===== config.mk =====
export PLATFORM = sky130hd
export DESIGN_NAME = decode_instr_queue_flat
export DESIGN_NICKNAME = d
export VERILOG_FILES = /design/src/rtl/decode_instr_queue_if.sv /design/src/rtl/decode_instr_queue.sv /design/src/flat_wrapper.sv
export SDC_FILE = /design/constraint.sdc
export NUM_CORES = 1
export LEC_CHECK = 0
export ABC_AREA = 1
export ABC_CLOCK_PERIOD_IN_PS = 5900
export BUFFER_PORTS_ARGS = -buffer_cell sky130_fd_sc_hd__buf_2
export CAP_MARGIN = 20
export CORE_MARGIN = 2
export CORE_UTILIZATION = 52
export DETAILED_ROUTE_END_ITERATION = 12
export GPL_TIMING_DRIVEN = 0
export PLACE_DENSITY = 0.79
export SYNTH_ARGS = -nofsm -noshare
export SYNTH_HDL_FRONTEND = slang
export SYNTH_SLANG_ARGS = --single-unit

===== constraint.sdc =====
create_clock -name clk -period 5.9 [get_ports clk]
set_clock_uncertainty 0.15 [all_clocks]
set_input_delay 0.59 -clock clk [delete_from_list [all_inputs] [get_ports clk]]
set_output_delay 0.59 -clock clk [all_outputs]
set_load 0.02 [all_outputs]

===== src/rtl/decode_instr_queue_if.sv =====
// Fetch-to-decode handshake bundle: fetch pushes instruction/PC pairs, decode sees the head entry.
// The master modport is the fetch/decode control side; the slave modport is the queue.
interface decode_instr_queue_if #(
  parameter int XLEN = 64
);
  logic            FlushD;
  logic            StallD;
  logic [31:0]     InstrF;
  logic [XLEN-1:0] PCF;
  logic            InstrValidF;
  logic            InstrReadyF;
  logic [31:0]     InstrD;
  logic [XLEN-1:0] PCD;
  logic            InstrValidD;

  modport master (
    output FlushD, StallD, InstrF, PCF, InstrValidF,
    input  InstrReadyF, InstrD, PCD, InstrValidD
  );

  modport slave (
    input  FlushD, StallD, InstrF, PCF, InstrValidF,
    output InstrReadyF, InstrD, PCD, InstrValidD
  );
endinterface


===== src/rtl/decode_instr_queue.sv =====
// Instruction queue between fetch and decode; shows the head entry, or a NOP bubble when empty.
// Define DECODE_QUEUE_BYPASS_EN to forward InstrF straight to decode when the queue is empty.
module decode_instr_queue #(
  parameter int XLEN  = 64,
  parameter int DEPTH = 2
) (
  input logic                  clk,
  input logic                  reset,
  decode_instr_queue_if.slave  q
);
  localparam int            PW        = $clog2(DEPTH);
  localparam logic [31:0]   NOP       = 32'h0000_0013;
  localparam logic [PW:0]   CNT_DEPTH = (PW+1)'(DEPTH);
  localparam logic [PW:0]   CNT_ONE   = (PW+1)'(1);
  localparam logic [PW-1:0] PTR_ONE   = PW'(1);

  logic [31:0]     instr_mem [DEPTH];
  logic [XLEN-1:0] pc_mem    [DEPTH];
  logic [PW-1:0]   rd_ptr;
  logic [PW-1:0]   wr_ptr;
  logic [PW:0]     count;
  logic            head_vld;
  logic            bypass_take;
  logic            push;
  logic            pop;

  assign head_vld      = (count != '0);
  assign q.InstrReadyF = (count < CNT_DEPTH);

`ifdef DECODE_QUEUE_BYPASS_EN
  // An empty queue hands InstrF to decode directly; if decode takes it, it is never stored.
  assign bypass_take = ~head_vld & q.InstrValidF & ~q.StallD & ~q.FlushD;
`else
  assign bypass_take = 1'b0;
`endif

  assign push = q.InstrValidF & q.InstrReadyF & ~q.FlushD & ~bypass_take;
  assign pop  = head_vld & ~q.StallD & ~q.FlushD;

  always_comb begin
    q.InstrValidD = head_vld;
    q.InstrD      = NOP;
    q.PCD         = '0;
    if (head_vld) begin
      q.InstrD = instr_mem[rd_ptr];
      q.PCD    = pc_mem[rd_ptr];
    end
`ifdef DECODE_QUEUE_BYPASS_EN
    else if (q.InstrValidF) begin
      q.InstrValidD = 1'b1;
      q.InstrD      = q.InstrF;
      q.PCD         = q.PCF;
    end
`endif
  end

  // Entry storage carries no reset; only pointers and occupancy define validity.
  always_ff @(posedge clk) begin
    if (push) begin
      instr_mem[wr_ptr] <= q.InstrF;
      pc_mem[wr_ptr]    <= q.PCF;
    end
  end

  always_ff @(posedge clk or posedge reset) begin
    if (reset) begin
      rd_ptr <= '0;
      wr_ptr <= '0;
      count  <= '0;
    end else if (q.FlushD) begin
      rd_ptr <= '0;
      wr_ptr <= '0;
      count  <= '0;
    end else begin
      if (push) wr_ptr <= wr_ptr + PTR_ONE;
      if (pop)  rd_ptr <= rd_ptr + PTR_ONE;
      case ({push, pop})
        2'b10:   count <= count + CNT_ONE;
        2'b01:   count <= count - CNT_ONE;
        default: count <= count;
      endcase
    end
  end
endmodule


===== src/flat_wrapper.sv =====
// flat-port wrapper written by rule: the top's interface ports become plain ports
module decode_instr_queue_flat 
#(
  parameter int XLEN  = 64,
  parameter int DEPTH = 2
)
  (clk, reset, q_FlushD, q_StallD, q_InstrF, q_PCF, q_InstrValidF, q_InstrReadyF, q_InstrD, q_PCD, q_InstrValidD);
  decode_instr_queue_if #(.XLEN(XLEN)) q_i ();
  input logic clk;
  input logic reset;
  input wire logic [$bits(q_i.FlushD)-1:0] q_FlushD;
  input wire logic [$bits(q_i.StallD)-1:0] q_StallD;
  input wire logic [$bits(q_i.InstrF)-1:0] q_InstrF;
  input wire logic [$bits(q_i.PCF)-1:0] q_PCF;
  input wire logic [$bits(q_i.InstrValidF)-1:0] q_InstrValidF;
  output wire logic [$bits(q_i.InstrReadyF)-1:0] q_InstrReadyF;
  output wire logic [$bits(q_i.InstrD)-1:0] q_InstrD;
  output wire logic [$bits(q_i.PCD)-1:0] q_PCD;
  output wire logic [$bits(q_i.InstrValidD)-1:0] q_InstrValidD;
  assign q_i.FlushD = q_FlushD;
  assign q_i.StallD = q_StallD;
  assign q_i.InstrF = q_InstrF;
  assign q_i.PCF = q_PCF;
  assign q_i.InstrValidF = q_InstrValidF;
  assign q_InstrReadyF = q_i.InstrReadyF;
  assign q_InstrD = q_i.InstrD;
  assign q_PCD = q_i.PCD;
  assign q_InstrValidD = q_i.InstrValidD;
  decode_instr_queue #(.XLEN(XLEN), .DEPTH(DEPTH)) u_core (.clk(clk), .reset(reset), .q(q_i));
endmodule

==> metrics.csv <==
stage;metric;value;unit
layout;final_cell_mix;buf_2, nand2_1, edfxtp_1, a21oi_1, clkbuf_16;
setup_path;critPathLaunch;u_core.rd_ptr;
synth;synth_compound_area_frac;0.0701;
pwr;p_per_area;463;nW/um^2
cts;post_cts_resize_count;0;
sta;hold_violations;0;
place;gp_congestion;0.756;
global_routing;grt-busiest-layer;met2;
layout;fin_cells;968;
global_routing;grtUsageTotal;0.205;
global_routing;grt_pass1_vias;4851;
die;fp.dieH;124;microns
layout;area.growth.synth_to_final;27.0;%
global_routing;grt_use_met1;0.239;
pwr;p_leak;3.84;nW
setup_path;crit_path_end_kind;output pin;
cts;htreeDepth;4;
synth;synth_adder_area_share;0;
place;place_area;8830;sq um
die;core;14000;sq um
sta;tightestPinTransition;532;ps
cts;clock_latency;410;ps
synth;synthMuxAreaShare;0;
setup_path;crit_end;q_PCD[44];
setup_path;regToRegStartpoint;u_core.count[1];
sta;period_needed;2620;ps
synth;syn-num-nets;651;
global_routing;met3_usage;0.0485;
global_routing;grt_max_degree;35;
setup_path;regToRegEndpoint;u_core.pc_mem[0][15];
synth;synth-xor-area-share;0;
setup_path;crit_path_top_delay_cell;dfrtp_1;
global_routing;overflow;0;
synth;ys_warn_count;0;
sta;drv_slew;0;
synth;post_synth_and_or_nand_nor_area_fraction;0.115;
setup_path;critPathLaunchType;register;
setup_path;cp_max_fo;10;
layout;fin_util;0.679;
sta;fin_tns_setup;0;ps
synth;synthCells;550;
sta;setup_violations;0;
die;rows;43;
detailed_routing;wl_per_cell;16.5;microns
die;die_area;15400;sq um
cts;cts_sinks;196;
outcome;status;completed;
setup_path;regToRegSetupSlack;3680;ps
synth;syn_area_per_cell;13.6;sq um
cts;cts-root-buf;clkbuf_16;
run;maxCapViolations;0;
global_routing;grt_pass1_wl;23.3;mm
place;portBuffers;198;
layout;fin_area;9490;sq um
setup_path;crit_buf_inv;5;
cts;cts_tree;done;
setup_path;cp_num_cells;7;
sta;fmax;381;MHz
detailed_routing;vias;5033;
sta;whs;202;ps
die;start_util;0.535;
setup_path;path_class;reg -> out;
pwr;ir_worst_vdd;0.000324;V
die;io_pins;199;
synth;ys_seq_elements;196;
setup_path;arrival;1880;ps
detailed_routing;ant_nets;0;
synth;synth_top_family_by_area;simple AND/OR/NAND/NOR gates;
sta;rsz0062_at_grt;false;
cts;cts-buffers-inserted;17;
sta;timing.final.crit_share;0.445;
worst_hold_path;hp-class;in -> reg;
detailed_routing;routed_wl;16.0;mm
synth;ys_types;19;
place;dp_hpwl;10.8;mm
cts;clk_pin_slew;70;ps
setup_path;cpPeakStageDelay;350;ps
detailed_routing;drc;0;
place;dp_cells;934;
setup_path;crit_family;buffers and inverters;
synth;synthesis.area;7480;sq um
setup_path;reg2reg_depth;5;
synth;synth-seq-area-share;0.784;
die;die_w;124;microns
layout;mostFrequentLayoutCell;buf_2;
detailed_routing;avgViaCountPerCell;5.20;
layout;nets;875;
global_routing;gr-usage-met2;0.358;
global_routing;antenna_found_initial;0;
detailed_routing;first_iter_violations;334;
setup_path;worstPathCellList;buf_2 -> inv_2 -> buf_6 -> buf_6 -> nand2_1 -> a21oi_1 -> buf_2;
cts;cts_buffer_depth;2;
sta;slew_headroom;0.645;
layout;drive_gt1_frac;0.366;
detailed_routing;firstDrtPassIters;5;
setup_path;cp.required;5160;ps
## stage by stage
| step | setup WS, ps | total power [mW] |
|---|---|---|
| final | 3280 | 4.40 |
| after global routing | 3100 | 4.60 |
| after CTS | 3220 | 4.43 |
| after detailed placement | 3330 | 3.18 |
| after global placement | -1860 | 3.15 |
| after floorplan | 342 | 2.67 |
## power breakdown
part	internal [mW]	total, mW	switching [mW]
logic	0.438	1.44	1.00
registers	1.67	1.71	0.0372
clock network	0.758	1.25	0.489
## kinds of logic (layout without fill, tap and decap cells)
family,count (synthesis),count (layout)
buf+inv,39,276
compound gates,96,96
other cells,0,1
flops,196,196
simple gates,219,219
## timing repair
action	CTS	global route
hold endpoints to repair	4	0
setup buffers	0	0
setup endpoints to repair	0	0
hold buffers	1	0
## worst reg2reg max path, delay by kind of cell, from the launching register on
family / cells / cell delay, ps
simple gates: 2 / 670
flops: 1 / 450
buf+inv: 3 / 640
## worst min-delay path by stage
stage | from | to | slack, ps | depth (start not counted)
floorplan | reset | u_core.count[0] | 210 | 1
finish | q_PCF[33] | u_core.pc_mem[0][33] | 200 | 1
global route | q_PCF[2] | u_core.pc_mem[0][2] | 190 | 1
detailed placement | reset | u_core.count[1] | 330 | 2
global placement | reset | u_core.rd_ptr | 330 | 2
CTS | q_InstrF[26] | u_core.instr_mem[1][26] | 190 | 1
## synth_stat cells
cell type  number  share of area
o21ai_1         1        0.00067
buf_2          21          0.014
buf_4           5         0.0050
nor2_1          4         0.0020
nand3_2         1         0.0013
nand3_1         8         0.0054
a21oi_2        11          0.013
nor2_2          1        0.00084
o21bai_1        1         0.0010
nor3_1          2         0.0013
dfrtp_1         4          0.013
nand2_2         3         0.0025
buf_6           5         0.0075
edfxtp_1      192           0.77
nand2_1       199           0.10
nor2_4          1         0.0015
inv_2           2         0.0010
a21oi_1        83          0.056
inv_1           6         0.0030
## metal layers
layer	vias to the layer above	wire, microns
li1	2395	-
met2	198	8220
met4	0	297
met1	2418	6380
met5	-	0
met3	22	1100
## cell type report
cell class	instances	area (sq um)
clock buffer	17	425
fill	984	4500
multi-input combinational	315	1400
timing repair buffer	205	1120
buffer	31	199
sequential	196	5870
antenna	1	2.50
clock inverter	15	226
inverter	8	30.0
tap	180	225
## flip-flops by register name (all words and copies together) (netlist names)
signal / flops
u_core.pc_mem: 128
u_core.rd_ptr: 1
u_core.instr_mem: 64
u_core.count: 2
u_core.wr_ptr: 1
(Power assumes the default switching activity.)
